[src/rtl/trig_sched_pkg.sv]
// Shared types and constants for the trigger pulse scheduler.
// State encoding, default sizes and a constant-safe clog2.
package trig_sched_pkg;

  typedef enum logic [1:0] {
    IDLE  = 2'd0,
    PULSE = 2'd1,
    HOLD  = 2'd2
  } state_e;

  localparam int NREQ_DEF  = 4;
  localparam int LEN_W_DEF = 8;

  function automatic int clog2(input int n);
    int r;
    r = 0;
    while ((1 << r) < n) r++;
    return r;
  endfunction

endpackage

[src/rtl/trig_pulse_sched_if.sv]
// Requester/config inputs and pulse/status outputs of the scheduler.
// The master drives requests and config; the slave is the scheduler.
interface trig_pulse_sched_if
  import trig_sched_pkg::*;
#(
  parameter int NREQ  = NREQ_DEF,
  parameter int LEN_W = LEN_W_DEF
);
  localparam int ID_W = clog2(NREQ);

  logic [NREQ-1:0]  REQ;
  logic [NREQ-1:0]  ENABLE;
  logic [LEN_W-1:0] WIDTH;
  logic [LEN_W-1:0] HOLDOFF;
  logic             OUT;
  logic [ID_W-1:0]  OUT_ID;
  logic             BUSY;
  logic [NREQ-1:0]  PENDING;
  logic [NREQ-1:0]  OVERRUN;

  modport master (
    output REQ, ENABLE, WIDTH, HOLDOFF,
    input  OUT, OUT_ID, BUSY, PENDING, OVERRUN
  );

  modport slave (
    input  REQ, ENABLE, WIDTH, HOLDOFF,
    output OUT, OUT_ID, BUSY, PENDING, OVERRUN
  );

endinterface

[src/rtl/trig_req_edge.sv]
// One requester: rising-edge detect with pending latch and overrun flag.
// A new edge on the granting cycle re-arms pending instead of overrunning.
module trig_req_edge
  import trig_sched_pkg::*;
(
  input  logic CLK,
  input  logic RST,
  input  logic req,
  input  logic en,
  input  logic grant,
  output logic pending,
  output logic overrun
);

  logic prev_q;
  logic rise;

  assign rise = req & ~prev_q & en;

  // prev resets high so a level held through reset is not a request
  always_ff @(posedge CLK) begin
    if (RST) begin
      prev_q  <= 1'b1;
      pending <= 1'b0;
      overrun <= 1'b0;
    end else begin
      prev_q  <= req;
      pending <= rise | (pending & ~grant);
      overrun <= rise & pending & ~grant;
    end
  end

endmodule

[src/rtl/trig_pulse_sched.sv]
// Round-robin trigger scheduler: one stretched pulse at a time,
// followed by an optional holdoff, sharing one down-counter.
module trig_pulse_sched
  import trig_sched_pkg::*;
#(
  parameter int NREQ  = NREQ_DEF,
  parameter int LEN_W = LEN_W_DEF
) (
  input logic CLK,
  input logic RST,
  trig_pulse_sched_if.slave bus
);

  localparam int ID_W = clog2(NREQ);

  state_e           state_q, state_d;
  logic [LEN_W-1:0] cnt_q, cnt_d;
  logic [LEN_W-1:0] hold_q, hold_d;
  logic [ID_W-1:0]  last_q, last_d;
  logic [ID_W-1:0]  id_q, id_d;
  logic             out_q, busy_q;

  logic [NREQ-1:0]  pend, ovr, gnt;
  logic [ID_W-1:0]  win, win_hi, win_lo;
  logic             found, hit_hi;

  for (genvar i = 0; i < NREQ; i++) begin : g_req
    trig_req_edge u_edge (
      .CLK     (CLK),
      .RST     (RST),
      .req     (bus.REQ[i]),
      .en      (bus.ENABLE[i]),
      .grant   (gnt[i]),
      .pending (pend[i]),
      .overrun (ovr[i])
    );
  end

  // lowest pending above last grant, else lowest at/below it
  always_comb begin
    win_hi = '0;
    win_lo = '0;
    hit_hi = 1'b0;
    for (int j = NREQ - 1; j >= 0; j--) begin
      if (pend[j] && (j > int'(last_q))) begin
        hit_hi = 1'b1;
        win_hi = ID_W'(j);
      end
      if (pend[j] && (j <= int'(last_q))) begin
        win_lo = ID_W'(j);
      end
    end
    win   = hit_hi ? win_hi : win_lo;
    found = |pend;
  end

  always_comb begin
    state_d = state_q;
    cnt_d   = cnt_q;
    hold_d  = hold_q;
    last_d  = last_q;
    id_d    = id_q;
    gnt     = '0;
    unique case (state_q)
      IDLE: begin
        if (found) begin
          gnt[win] = 1'b1;
          last_d   = win;
          id_d     = win;
          hold_d   = bus.HOLDOFF;
          cnt_d    = (bus.WIDTH == '0) ? LEN_W'(1) : bus.WIDTH;
          state_d  = PULSE;
        end
      end
      PULSE: begin
        if (cnt_q <= LEN_W'(1)) begin
          if (hold_q != '0) begin
            state_d = HOLD;
            cnt_d   = hold_q;
          end else begin
            state_d = IDLE;
            cnt_d   = '0;
          end
        end else begin
          cnt_d = cnt_q - LEN_W'(1);
        end
      end
      HOLD: begin
        if (cnt_q <= LEN_W'(1)) begin
          state_d = IDLE;
          cnt_d   = '0;
        end else begin
          cnt_d = cnt_q - LEN_W'(1);
        end
      end
      default: begin
        state_d = IDLE;
        cnt_d   = '0;
      end
    endcase
  end

  always_ff @(posedge CLK) begin
    if (RST) begin
      state_q <= IDLE;
      cnt_q   <= '0;
      hold_q  <= '0;
      last_q  <= ID_W'(NREQ - 1);
      id_q    <= '0;
      out_q   <= 1'b0;
      busy_q  <= 1'b0;
    end else begin
      state_q <= state_d;
      cnt_q   <= cnt_d;
      hold_q  <= hold_d;
      last_q  <= last_d;
      id_q    <= id_d;
      out_q   <= (state_d == PULSE);
      busy_q  <= (state_d != IDLE);
    end
  end

  assign bus.OUT     = out_q;
  assign bus.OUT_ID  = id_q;
  assign bus.BUSY    = busy_q;
  assign bus.PENDING = pend;
  assign bus.OVERRUN = ovr;

endmodule

[src/flat_wrapper.sv]
// flat-port wrapper written by rule: the top's interface ports become plain ports
module trig_pulse_sched_flat import trig_sched_pkg::*;
#(
  parameter int NREQ  = NREQ_DEF,
  parameter int LEN_W = LEN_W_DEF
)
  (CLK, RST, bus_REQ, bus_ENABLE, bus_WIDTH, bus_HOLDOFF, bus_OUT, bus_OUT_ID, bus_BUSY, bus_PENDING, bus_OVERRUN);
  trig_pulse_sched_if #(.NREQ(NREQ), .LEN_W(LEN_W)) bus_i ();
  input logic CLK;
  input logic RST;
  input wire logic [$bits(bus_i.REQ)-1:0] bus_REQ;
  input wire logic [$bits(bus_i.ENABLE)-1:0] bus_ENABLE;
  input wire logic [$bits(bus_i.WIDTH)-1:0] bus_WIDTH;
  input wire logic [$bits(bus_i.HOLDOFF)-1:0] bus_HOLDOFF;
  output wire logic [$bits(bus_i.OUT)-1:0] bus_OUT;
  output wire logic [$bits(bus_i.OUT_ID)-1:0] bus_OUT_ID;
  output wire logic [$bits(bus_i.BUSY)-1:0] bus_BUSY;
  output wire logic [$bits(bus_i.PENDING)-1:0] bus_PENDING;
  output wire logic [$bits(bus_i.OVERRUN)-1:0] bus_OVERRUN;
  assign bus_i.REQ = bus_REQ;
  assign bus_i.ENABLE = bus_ENABLE;
  assign bus_i.WIDTH = bus_WIDTH;
  assign bus_i.HOLDOFF = bus_HOLDOFF;
  assign bus_OUT = bus_i.OUT;
  assign bus_OUT_ID = bus_i.OUT_ID;
  assign bus_BUSY = bus_i.BUSY;
  assign bus_PENDING = bus_i.PENDING;
  assign bus_OVERRUN = bus_i.OVERRUN;
  trig_pulse_sched #(.NREQ(NREQ), .LEN_W(LEN_W)) u_core (.CLK(CLK), .RST(RST), .bus(bus_i));
endmodule
[config.mk]
export PLATFORM = sky130hd
export DESIGN_NAME = trig_pulse_sched_flat
export DESIGN_NICKNAME = d
export VERILOG_FILES = /design/src/rtl/trig_sched_pkg.sv /design/src/rtl/trig_pulse_sched_if.sv /design/src/rtl/trig_req_edge.sv /design/src/rtl/trig_pulse_sched.sv /design/src/flat_wrapper.sv
export SDC_FILE = /design/constraint.sdc
export NUM_CORES = 1
export LEC_CHECK = 0
export ABC_AREA = 1
export ABC_CLOCK_PERIOD_IN_PS = 1700
export CAP_MARGIN = 15
export CORE_MARGIN = 4
export CORE_UTILIZATION = 50
export CTS_CLUSTER_DIAMETER = 120
export DETAILED_ROUTE_END_ITERATION = 16
export PLACE_DENSITY = 0.78
export RECOVER_POWER = 25
export SYNTH_ARGS = -nofsm -noshare
export SYNTH_HDL_FRONTEND = slang
export SYNTH_SLANG_ARGS = --single-unit
[constraint.sdc]
create_clock -name CLK -period 1.7 [get_ports CLK]
set_input_delay 0.34 -clock CLK [delete_from_list [all_inputs] [get_ports CLK]]
set_output_delay 0.34 -clock CLK [all_outputs]
set_load 0.02 [all_outputs]
# Word level (Yosys, flattened, before mapping)
# Index checks and enable logic that the tools add are counted.
# Widths: inputs -> output; s select.
[word_totals]
latchBits = 0
regBits = 36
romBits = 0
out_inout_bits = 12
ram_bits = 0
mem_count = 0
word_cells = 104
[classes]
n_div = 0
eq_ne = 4
n_reduce_logical = 13
n_mux = 26
shift = 0
n_lt_le_gt_ge = 9
bitwise = 32
add_sub_neg = 1
multipliers = 0
[op_table]
columns = ["cell", "count"]
rows = [
  ["$mux 8", 5],
  ["$mux 2", 12],
  ["$pmux 8 s3", 1],
  ["$and 1x1->1", 20],
  ["$le 8x1->1 const B", 1],
  ["$logic_not 8->1", 1],
  ["$mux 4", 2],
  ["$not 1->1", 8],
  ["$reduce_bool 8->1", 1],
  ["$sub 8x1->8 const B", 1],
  ["$logic_and 1x1->1", 7],
  ["$pmux 2 s3", 1],
  ["$eq 2x1->1 const B", 2],
  ["$gt 2x2->1 const A", 2],
  ["$le 2x2->1 const A", 2],
  ["$mux 1", 4],
  ["$or 1x1->1", 4],
  ["$reduce_or 4->1", 1],
  ["$lt 2x3->1 const B", 1],
  ["$demux 1 s2", 1],
  ["$eq 2x2->1 const B", 1],
  ["$ge 2x1->1 const B", 1],
  ["$gt 1x2->1 const A", 1],
  ["$le 1x2->1 const A", 1],
  ["4 further kinds", 4],
]

# Longest topological paths before layout
# Gate-level depths: netlist (run 1).
[depth]
depth_word = 16
ltp_mapped = 12

# By module
# A second synthesis (run 1) with hierarchy kept.
[unflattened]
hier_cells = 293
hier_area_um2 = 1969.4
[modules_own_cells]
columns = ["module", "n_inst", "area_per_inst_um2", "seq_area_each_um2", "cells_each"]
rows = [
  ["trig_pulse_sched", 1, 1549.0, 480.5, 245],
  ["trig_req_edge", 4, 105.1, 60.1, 12],
]

# Worst setup path after synthesis (run 1)
# OpenSTA, ideal clock, no wires.
[synth_timing]
path_kind = "reg2reg"
from = "register u_core.cnt_q[0]"
to = "register u_core.cnt_q[6]"
path_stages_with_launch = 13
setup_time_ps = 66
required_ps = 1634
arrival_ps = 1345
path_slack_ps = 289
cell_sequence = "dfxtp_1 -> inv_1 -> ha_1 -> inv_2 -> nand2_2 -> nand2_4 -> nor2_8 -> nand3_1 -> nand2_1 -> inv_1 -> nand2_1 -> nand2_1 -> a21oi_2"
[synth_via]
elab_chain_len = 3
word_cells_on_any_way = 5
classes_between = "add/sub (1); order compare (1); mux (3)"
[synth_rtl]
columns = ["item", "line", "rtl"]
rows = [
  ["start: declaration", "trig_pulse_sched.sv:17", "logic [LEN_W-1:0] cnt_q, cnt_d;"],
  ["start signal: assignment", "trig_pulse_sched.sv:114", "cnt_q <= cnt_d;"],
  ["$sub 8x1->8 or $le 8x1->1 (tied branches)", "n/a", ""],
  ["$mux 8 (on tied branches)", "trig_pulse_sched.sv:89, trig_pulse_sched.sv:76", ""],
  ["$pmux 8 s3 *", "trig_pulse_sched.sv:64", "unique case (state_q)"],
]
# Every way passes the cells marked *; elsewhere a longest branch is shown, timed or not.
# A chain may end at the register's enable or synchronous reset.

# Worst setup path in the final report (run 1)
[layout_timing]
from = "register u_core.g_req[0].u_edge.pending"
to = "output bus_PENDING[0]"
[layout_rtl]
columns = ["item", "line", "rtl"]
rows = [
  ["start: declaration", "trig_req_edge.sv:11", "output logic pending,"],
  ["start signal: assignment", "trig_req_edge.sv:28", "pending <= rise | (pending & ~grant);"],
  ["end: declaration", "flat_wrapper.sv:18", "output wire logic [$bits(bus_i.PENDING)-1:0] bus_PENDING;"],
]
# No word-level cell between the ends.

==> reports/qor.yml, run 1 <==
clock_network:
  postCtsSetupRepairBufs: 0
  cts_max_level: 2
  cts_inserted_buffers: 5
  cts_sinks: 36
  clkSlewWorstSetupHoldPaths_ns: 0.07
  root_buffer: "clkbuf_8"
  insertion_delay_ns: 0.28
  ctsHoldBuffers: 0
  clk_path_buf_depth: 2
  tritoncts: "built"
pwr:
  p_sw_uw: 971.3
  p_int_mw: 1.607
  switching_share_pct: 37.67
  p_comb_share_pct: 38.3
  p_leak_nw: 1.029
  p_seq_share_pct: 40.0
  power_density_nw_per_um2: 1098
  clkPwrFrac_pct: 21.8
  irDropWorstVdd_v: 0.0006169
cells_and_area:
  drive_gt1_share_pct: 11.78
  area_growth_pct: 23.65
  fin_nets: 342
  fill_cells: 347
  num_antenna_cells: 0
placed_design:
  dp.final_hpwl_um: 3119
  place_congestion: 0.9193
  portBuffers: 37
sta:
  setup_viol: 0
  grt_setup_unrepaired: "no"
  hold_ws_ns: 0.4720
  final-hold-violation-count: 0
  relSlewSlack_pct: 60.24
  max_freq_mhz: 616.6
  drv_slew: 0
  worstMarginPinSlew_ns: 0.5964
  tns_ns: 0
  fin_worst_skew_ns: 0.004797
  finalWorstPathRequiredPeriod_ns: 1.622
  fin_crit_sh_pct: 95.40
run:
  cap_violations: 0
die:
  start_util_pct: 51.88
  fp.dieArea_sq_um: 4849
  die_y_um: 69.64
  ios: 38
  core_area_sq_um: 3661
  die_w_um: 69.64
  row_count: 22
setup_path:
  cp-start-kind: "flip-flop"
  path_cells: "clkdlybuf4s50_1"
  worst_ep_required_time_ns: 1.36
  r2r_cells: 10
  crit_family: "buffers and inverters"
  reg2reg_to: "u_core.cnt_q[3]$_SDFFE_PP0P_"
  r2r_start: "u_core.cnt_q[0]$_SDFFE_PP0P_"
  critPathKind: "flip-flop to output port"
  cp.arrival_ns: 1.28
  crit_fanout: 4
  end_kind: "output port"
  crit_start: "u_core.g_req[0].u_edge.pending$_SDFF_PP0_"
  cpMaxStageDelayCell: "clkdlybuf4s50_1"
  r2r_slack_ns: 0.19
  path_buf_inv: 1
  slowest_delay_ns: 0.62
yosys:
  synth_cell_types: 30
  seq_area_frac_synth_pct: 37.94
  ys_ff_latch: 36
  syn_area_sq_um: 1899
  syn_avg_cell_area_sq_um: 6.759
  ys_warn_count: 0
  synth_fp_nets: 309
  syn_inst: 281
detailed_routing:
  firstDrtPassIters: 4
  drcViolationCount: 0
  finalWirelength_um: 3956
  drt_iter0_drc: 100
  num_vias: 1762
  via_per_inst: 4.867
  wl_per_cell_um: 10.93
  ant_nets: 0
global_routing:
  grtUsageTotal_pct: 16.94
  grt_remaining_overflow: 0
  antenna_found_initial: 0
  grt_pass1_vias: 1638
  grt_pass1_wl_um: 6831
  grt_max_degree: 15
worst_hold_path:
  whs_path_depth: 2
  hold_end: "u_core.bus.OUT_ID[0]$_SDFFE_PP0P_"
  hp-start: "u_core.bus.OUT_ID[0]$_SDFFE_PP0P_"
  hold_class: "flip-flop to flip-flop"
status:
  outcome: "complete, no violations"
final cells by class:
cell class,count,area (sq um),share of cell area (%)
clock inverter,2,12.51,0.5328
tap,48,60.06,2.557
sequential,36,720.7,30.69
clock buffer,5,68.82,2.930
timing repair buffer,40,390.4,16.62
inverter,24,95.09,4.049
multi-input combinational,207,1001,42.62
placed cells by master (no fill, tap or decap), types with 3 or more instances in the layout:
cell	count
nand2_1	79
or2_2	4
xor2_1	3
a21oi_1	10
dfxtp_1	36
inv_1	17
clkbuf_8	5
inv_2	6
nor2_4	3
a21oi_2	3
o21ai_0	7
o21ai_1	7
nand3_1	21
nor2_1	48
clkdlybuf4s50_1	34
nand2_2	6
power by group through the flow:
stage	logic (mW)	clock network [mW]	registers [mW]
after floorplan	0.741	0	1.04
after global placement	0.969	0	1.05
after detailed placement	0.971	0	1.05
after CTS	0.974	0.575	1.03
after global routing	1.12	0.604	1.04
final	0.987	0.561	1.03
metrics by stage:
| stage | power [mW] | util (%) | setup WS (ns) | std cells | instance area, sq um |
|---|---|---|---|---|---|
| 5_1_grt | 2.763 | 64.15 | 0.01981 | 362 | 2349 |
| 6_report | 2.579 | 64.15 | 0.07819 | 362 | 2349 |
| 2_1_floorplan | 1.783 | - | 0.2893 | 281 | 1899 |
| 3_3_place_gp | 2.014 | 61.65 | 0.1825 | 355 | 2257 |
| 4_1_cts | 2.579 | 63.84 | 0.01038 | 362 | 2337 |
| 3_5_place_dp | 2.019 | 61.65 | 0.1179 | 355 | 2257 |
per-layer routing:
metal	GRT usage (%)	wire, um
met2	29.13	1876
met3	3.623	140
met5	0	0
met4	7.447	60
met1	20.18	1878
cell usage after synthesis (all sizes together):
library cell	count	area, sq um
clkbuf	3	11.26
nand3	21	105.1
a21oi	13	76.33
nand2	87	356.6
xor2	3	26.28
buf	11	83.82
nor3	2	10.01
dfxtp	36	720.7
o21ai	14	70.06
nand4	2	12.51
ha	2	25.02
nand3b	1	7.510
nor4	2	12.51
inv	24	95.10
a21boi	2	15.02
nor2	53	240.2
or2	5	31.28
repair_timing:
action | in CTS | in global routing
setup endpoints to repair | 1 | 8
gates resized for setup | 1 | 3
cloned | 0 | 0
worst max path at each step:
stage / end / slack [ns] / cells past startpoint
2_1_floorplan: u_core.cnt_q[6]$_SDFFE_PP0P_ / 0.29 / 12
3_3_place_gp: u_core.cnt_q[7]$_SDFFE_PP0P_ / 0.18 / 12
4_1_cts: bus_PENDING[1] / 0.01 / 1
3_5_place_dp: u_core.cnt_q[7]$_SDFFE_PP0P_ / 0.12 / 12
6_report: bus_PENDING[0] / 0.08 / 1
5_1_grt: u_core.bus.BUSY$_SDFF_PP0_ / 0.02 / 8
sequential cells by signal (all words and copies together), names as in the netlist:
name	count
u_core.state_q	2
u_core.cnt_q	8
u_core.bus.BUSY	1
u_core.bus.OUT	1
u_core.g_req.u_edge.pending	4
u_core.bus.OUT_ID	2
u_core.last_q	2
u_core.g_req.u_edge.overrun	4
u_core.g_req.u_edge.prev_q	4
u_core.hold_q	8
cells by family (layout without fill, tap and decap cells):
| kind of cell | after synthesis | count (layout) | share of synthesized area, % |
|---|---|---|---|
| fa+ha+maj | 2 | 2 | 1.317 |
| buf+inv | 38 | 71 | 10.01 |
| compound gates | 29 | 29 | 8.498 |
| simple gates | 173 | 173 | 40.84 |
| flops | 36 | 36 | 37.94 |
| xor+xnor | 3 | 3 | 1.384 |
Note: power is estimated with default switching activity, not from simulation.
==> run 2, diff against run 1 <==
--- a/config.mk
+++ b/config.mk
@@ -12,7 +12,7 @@
 export CORE_UTILIZATION = 50
 export CTS_CLUSTER_DIAMETER = 120
 export DETAILED_ROUTE_END_ITERATION = 16
-export PLACE_DENSITY = 0.78
+export DONT_BUFFER_PORTS = 1
 export RECOVER_POWER = 25
 export SYNTH_ARGS = -nofsm -noshare
 export SYNTH_HDL_FRONTEND = slang
==> reports/qor.yml, run 2 (synthesis gave the netlist of run 1 again) <==
cells_and_area:
  final_common_cell: "nand2_1"
  fin_cells: 329  # -9.1%
  num_antenna_cells: 0  # unchanged
  mostFrequentLayoutCells: "nand2_1, nor2_1, dfxtp_1"
  reg_top3: "u_core.cnt_q (8), u_core.hold_q (8)"
  area_growth_pct: 6.258
  fin_nets: 308  # -9.9%
  drive_gt1_share_pct: 15.30  # +3.5 points
sta:
  drv_slew: 0  # unchanged
  max_freq_mhz: 668.0  # +8.3%
  finalWorstPathRequiredPeriod_ns: 1.497  # -0.1249 ns
  fin_crit_sh_pct: 88.05  # -7.3 points
  tns_ns: 0  # unchanged
  worstMarginPinSlew_ns: 0.3347  # -0.2617 ns
  fin_worst_skew_ns: 0.005861  # +0.001064 ns
  setup_slack_ns: 0.2031  # +0.1249 ns
  relSlewSlack_pct: 77.66  # +17 points
  final-hold-violation-count: 0  # unchanged
  hold_ws_ns: 0.1057  # -0.3663 ns
  setup_viol: 0  # unchanged
  grt_setup_unrepaired: "no"
clock_network:
  insertion_delay_ns: 0.29  # about the same
  clkSlewWorstSetupHoldPaths_ns: 0.08  # about the same
  root_buffer: "clkbuf_8"
  cts_inserted_buffers: 5  # unchanged
  ctsHoldBuffers: 0  # unchanged
  cts_max_level: 2  # unchanged
  cts_sinks: 36  # unchanged
  tritoncts: "built"
  clk_path_buf_depth: 2  # unchanged
setup_path:
  path_buf_inv: 3  # +2
  slowest_delay_ns: 0.33  # -0.29 ns
  crit_path_end: "u_core.cnt_q[6]$_SDFFE_PP0P_"
  crit_family: "simple AND/OR/NAND/NOR gates"
  crit_start: "u_core.cnt_q[0]$_SDFFE_PP0P_"
  reg2reg_to: "u_core.cnt_q[6]$_SDFFE_PP0P_"
  path_cells: "inv_1 > ha_4 > inv_2 > nand2_2 > nand2_4 > nor2_8 > nand3_1 > nand2_1 > inv_1 > nand2_1 > nand2_1 > a21oi_2"
  worst_ep_required_time_ns: 1.93  # +0.57 ns
  end_kind: "flip-flop"
  r2r_cells: 12  # +2
  r2r_start: "u_core.cnt_q[0]$_SDFFE_PP0P_"
  cpMostUsedCell: "nand2_1"
  cpMaxStageDelayCell: "dfxtp_1"
  cp.arrival_ns: 1.73  # +0.45 ns
  critPathKind: "flip-flop to flip-flop"
  crit_fanout: 10  # +6
  r2r_slack_ns: 0.20  # about the same
  cp-start-kind: "flip-flop"
  cp.depth: 12  # +11
pwr:
  switching_share_pct: 38.35  # +0.68 points
  clkPwrFrac_pct: 25.1  # +3.3 points
  p_seq_share_pct: 40.6  # +0.6 points
  p_leak_nw: 0.9003  # -13%
  p_sw_uw: 991.3  # +2.1%
  p_comb_share_pct: 34.3  # -4.0 points
  p_int_mw: 1.594  # -0.84%
  irDropWorstVdd_v: 0.0007239  # +17%
  power.total_mw: 2.585  # +0.25%
  power_density_nw_per_um2: 1281  # +17%
global_routing:
  grt_pass1_wl_um: 6720  # -1.6%
  grt_max_degree: 26  # +11
  grtUsageTotal_pct: 17.25  # +0.32 points
  grt_remaining_overflow: 0  # unchanged
  antenna_found_initial: 0  # unchanged
  grt_pass1_vias: 1484  # -9.4%
detailed_routing:
  finalWirelength_um: 3935  # -0.53%
  firstDrtPassIters: 4  # unchanged
  via_per_inst: 4.906  # +0.79%
  wl_per_cell_um: 11.96  # +9.4%
  drt_iter0_drc: 100  # unchanged
  drcViolationCount: 0  # unchanged
  ant_nets: 0  # unchanged
  num_vias: 1614  # -8.4%
die:
  ios: 38  # unchanged
  start_util_pct: 51.88  # unchanged
  die_w_um: 69.64  # unchanged
  row_count: 22  # unchanged
  die_y_um: 69.64  # unchanged
  core_area_sq_um: 3661  # unchanged
  fp.dieArea_sq_um: 4849  # unchanged
placed_design:
  dp.final_hpwl_um: 3033  # -2.7%
  place_inst: 321  # -9.6%
  place_congestion: 0.8230  # -10%
  portBuffers: 0  # -100%
  pre_cts_ws_ns: 0.1235  # +0.005678 ns
status:
  outcome: "complete, no violations"
run:
  cap_violations: 0  # unchanged
worst_hold_path:
  hold_class: "primary input to flip-flop"
[run 2: layer usage]
layer / vias up / track usage, % / share of wire (%)
met2: 38 / 25.74 / 42
met5: - / 0 / 0
met4: 0 / 5.106 / 1.3
li1: 873 / - / -
met1: 697 / 22.98 / 49
met3: 6 / 6.812 / 7.5
[run 2: worst min path at each step]
stage / from / endpoint / slack [ns] / cells past startpoint
6_report: RST / u_core.cnt_q[0]$_SDFFE_PP0P_ / 0.11 / 1
5_1_grt: RST / u_core.cnt_q[5]$_SDFFE_PP0P_ / 0.08 / 1
4_1_cts: RST / u_core.cnt_q[0]$_SDFFE_PP0P_ / 0.09 / 1
3_5_place_dp: RST / u_core.cnt_q[6]$_SDFFE_PP0P_ / 0.41 / 1
3_3_place_gp: RST / u_core.cnt_q[6]$_SDFFE_PP0P_ / 0.41 / 1
2_1_floorplan: bus_REQ[0] / u_core.g_req[0].u_edge.prev_q$_SDFF_PP1_ / 0.45 / 1
[run 2: timing repair]
item / 4_1_cts / 5_1_grt
resized for setup: 0 / 2
endpoints found under the setup margin: 0 / 4
buffers inserted: 0 / 0
[run 2: power groups by stage]
stage	combinational, mW	clock (mW)	sequential (mW)
6_report	0.886	0.650	1.05
5_1_grt	1.00	0.725	1.06
4_1_cts	0.872	0.669	1.05
3_5_place_dp	0.868	0	1.07
3_3_place_gp	0.873	0	1.07
2_1_floorplan	0.741	0	1.04
[run 2: final cells by class]
class                           count  area [sq um]
Clock buffer                        6         82.58
Clock inverter                      2         13.76
Fill cell                         383          1643
Inverter                           24         95.09
Multi-Input combinational cell    207          1001
Sequential cell                    36         720.7
Tap cell                           48         60.06
Timing Repair Buffer                6         45.04
[run 2: metrics by stage]
| step | utilization (%) | instance area, sq um |
|---|---|---|
| floorplan | - | 1899 |
| global placement | 52.15 | 1909 |
| detailed placement | 52.15 | 1909 |
| CTS | 54.78 | 2006 |
| global route | 55.13 | 2018 |
| finish | 55.13 | 2018 |
==> run 3, diff against run 2 <==
--- a/config.mk
+++ b/config.mk
@@ -5,7 +5,6 @@
 export SDC_FILE = /design/constraint.sdc
 export NUM_CORES = 1
 export LEC_CHECK = 0
-export ABC_AREA = 1
 export ABC_CLOCK_PERIOD_IN_PS = 1700
 export CAP_MARGIN = 15
 export CORE_MARGIN = 4
==> reports/qor.yml, run 3 <==
setup_path:
  path_buf_inv: 0  # -3
  r2r_start: "u_core.g_req[1].u_edge.pending$_SDFF_PP0_"
  critPathKind: "flip-flop to flip-flop"
  end_kind: "flip-flop"
  cpMaxStageDelayCell: "or4_4"
  cp-start-kind: "flip-flop"
  cp.arrival_ns: 1.89  # +0.16 ns
  crit_family: "simple AND/OR/NAND/NOR gates"
  path_cells: "or4_4 > and3_4 > a31oi_1 > o22ai_1 > or2_1"
  crit_fanout: 6  # -4
  r2r_slack_ns: 0.07  # -0.14 ns
  worst_ep_required_time_ns: 1.96  # +0.03 ns
  crit_start: "u_core.g_req[1].u_edge.pending$_SDFF_PP0_"
  slowest_delay_ns: 0.53  # +0.20 ns
run:
  cap_violations: 0  # unchanged
detailed_routing:
  ant_nets: 0  # unchanged
  drcViolationCount: 0  # unchanged
  via_per_inst: 5.758  # +17%
  finalWirelength_um: 4739  # +20%
  wl_per_cell_um: 16.17  # +35%
  drt_iter0_drc: 111  # +11%
  num_vias: 1687  # +4.5%
  firstDrtPassIters: 4  # unchanged
yosys:
  synth_cell_types: 45  # +50%
  ys_warn_count: 0  # unchanged
  synth_area_leaders: "dfxtp_1, nand2_1, a21oi_1"
  netlist_top_cells_count: "dfxtp_1, nand2_1, a21oi_1, o21ai_0, nor2_1"
  synth_fp_nets: 250  # -19%
  async_flop_share_pct: 0  # unchanged
  syn_avg_cell_area_sq_um: 8.110  # +20%
  yosysTopAreaCell: "dfxtp_1"
  syn_inst: 222  # -21%
  yosys.cell_count.top_type: "dfxtp_1"
  synth-edff-count: 0  # unchanged
  seq_area_frac_synth_pct: 40.03  # +2.1 points
  syn_area_sq_um: 1800  # -5.2%
  ys_ff_latch: 36  # unchanged
  ys.flop_type: "dfxtp_1"
  yosys.area.top_type_share_pct: 40.03  # +2.1 points
placed_design:
  pre_cts_ws_ns: -0.07654  # -0.2001 ns
  dpl_cell_area_sq_um: 1971  # +3.2%
  dp.final_hpwl_um: 3505  # +16%
  place_congestion: 0.8914  # +8.3%
  portBuffers: 0  # unchanged
global_routing:
  grt_pass1_vias: 1588  # +7.0%
  grt_remaining_overflow: 0  # unchanged
  antenna_found_initial: 0  # unchanged
  grt_pass1_wl_um: 7472  # +11%
  grt_max_degree: 33  # +27%
  grtUsageTotal_pct: 22.09  # +4.8 points
sta:
  setup_viol: 0  # unchanged
  relSlewSlack_pct: 69.42  # -8.2 points
  setup_slack_ns: 0.06586  # -0.1372 ns
  fin_crit_sh_pct: 96.13  # +8.1 points
  tns_ns: 0  # unchanged
  final-hold-violation-count: 0  # unchanged
  hold_ws_ns: 0.02859  # -0.07713 ns
  drv_slew: 0  # unchanged
  finalWorstPathRequiredPeriod_ns: 1.634  # +0.1372 ns
  fin_worst_skew_ns: 0.01277  # +0.006910 ns
  max_freq_mhz: 611.9  # -8.4%
  worstMarginPinSlew_ns: 0.4530  # +0.1183 ns
status:
  outcome: "complete, no violations"
die:
  die_w_um: 68.01  # -2.3%
  core_area_sq_um: 3416  # -6.7%
  fp.dieArea_sq_um: 4625  # -4.6%
  row_count: 21  # -4.5%
  start_util_pct: 52.71  # +0.83 points
  ios: 38  # unchanged
  die_y_um: 68.01  # -2.3%
clock_network:
  clkSlewWorstSetupHoldPaths_ns: 0.11  # +0.03 ns
  cts_sinks: 36  # unchanged
  tritoncts: "built"
  ctsHoldBuffers: 0  # unchanged
  insertion_delay_ns: 0.36  # +0.07 ns
  cts_max_level: 2  # unchanged
  cts_inserted_buffers: 5  # unchanged
  root_buffer: "clkbuf_4"
  clk_path_buf_depth: 2  # unchanged
worst_hold_path:
  hp-start: "RST"
  hold_class: "primary input to flip-flop"
cells_and_area:
  drive_gt1_share_pct: 30.36  # +15 points
  fin_nets: 274  # -11%
  final_common_cell: "buf_4"
  fill_cells: 312  # -19%
  mostFrequentLayoutCells: "buf_4, nand2_1, dfxtp_1"
  num_antenna_cells: 0  # unchanged
  area_growth_pct: 21.40
  reg_top3: "u_core.cnt_q (8), u_core.hold_q (8)"
  fin_area_sq_um: 2186  # +8.3%
pwr:
  irDropWorstVdd_v: 0.0008080  # +12%
  p_leak_nw: 0.8245  # -8.4%
  power.total_mw: 2.833  # +9.6%
  power_density_nw_per_um2: 1296  # +1.2%
run 3: cell types whose count changed in the layout (fill, tap and decap cells not counted), moves of 8 or more:
cell / previous run / this run
nand2_1: 79 / 31
nor2_1: 48 / 15
nor3_1: 2 / 10
o21ai_1: 11 / 2
nand3_1: 21 / 3
a21oi_1: 10 / 21
o21ai_0: 3 / 14
inv_1: 16 / 3
nor2b_1: 0 / 8
buf_4: 6 / 32
run 3: power breakdown:
| part | internal [mW] | leakage (nW) | switching [mW] |
|---|---|---|---|
| sequential | 0.945 | 0.298 | 0.119 |
| combinational | 0.583 | 0.485 | 0.578 |
| clock | 0.306 | 0.0412 | 0.302 |
| total | 1.83 | 0.825 | 0.999 |
run 3: final cells by class:
| cell class | count | area, sq um | share of cell area [%] |
|---|---|---|---|
| multi-input cells | 164 | 1032 | 47.22 |
| flip-flops and latches | 36 | 734.5 | 33.60 |
| inverters | 5 | 18.77 | 0.8586 |
| clock inverters | 3 | 42.54 | 1.946 |
| clock buffers | 5 | 37.54 | 1.717 |
| repair buffers | 34 | 262.8 | 12.02 |
| well taps | 46 | 57.56 | 2.633 |
run 3: repair_timing:
action,4_1_cts,5_1_grt
setup endpoints to repair,6,13
gates resized for setup,9,25
setup buffers,2,3
pin swaps,2,9
run 3: per-layer routing:
metal | GRT usage, % | vias to the layer above | share of wire [%]
met4 | 11.17 | 0 | 2.4
li1 | - | 838 | -
met3 | 6.404 | 11 | 8.7
met2 | 36.10 | 59 | 47
met5 | 0 | - | 0
met1 | 26.18 | 779 | 42
run 3: logic make-up after synthesis:
logic type | share of synthesized area (%)
xor+xnor | 0.4865
flops | 40.03
simple gates | 28.91
buf+inv | 6.880
fa+ha+maj | 1.390
mux | 0.5560
compound gates | 21.75
run 3: through the flow:
stage | std cells | utilization [%]
floorplan | 222 | -
global placement | 280 | 57.69
detailed placement | 280 | 57.69
CTS | 290 | 60.95
global route | 293 | 63.99
finish | 293 | 63.99
run 3: worst paths after layout:
kind | end | cells past startpoint
min | u_core.g_req[1].u_edge.pending$_SDFF_PP0_ | 1
max reg2reg | u_core.cnt_q[4]$_SDFFE_PP0P_ | 5
min reg2reg | u_core.hold_q[1]$_SDFFE_PP0P_ | 2
max | u_core.cnt_q[4]$_SDFFE_PP0P_ | 5
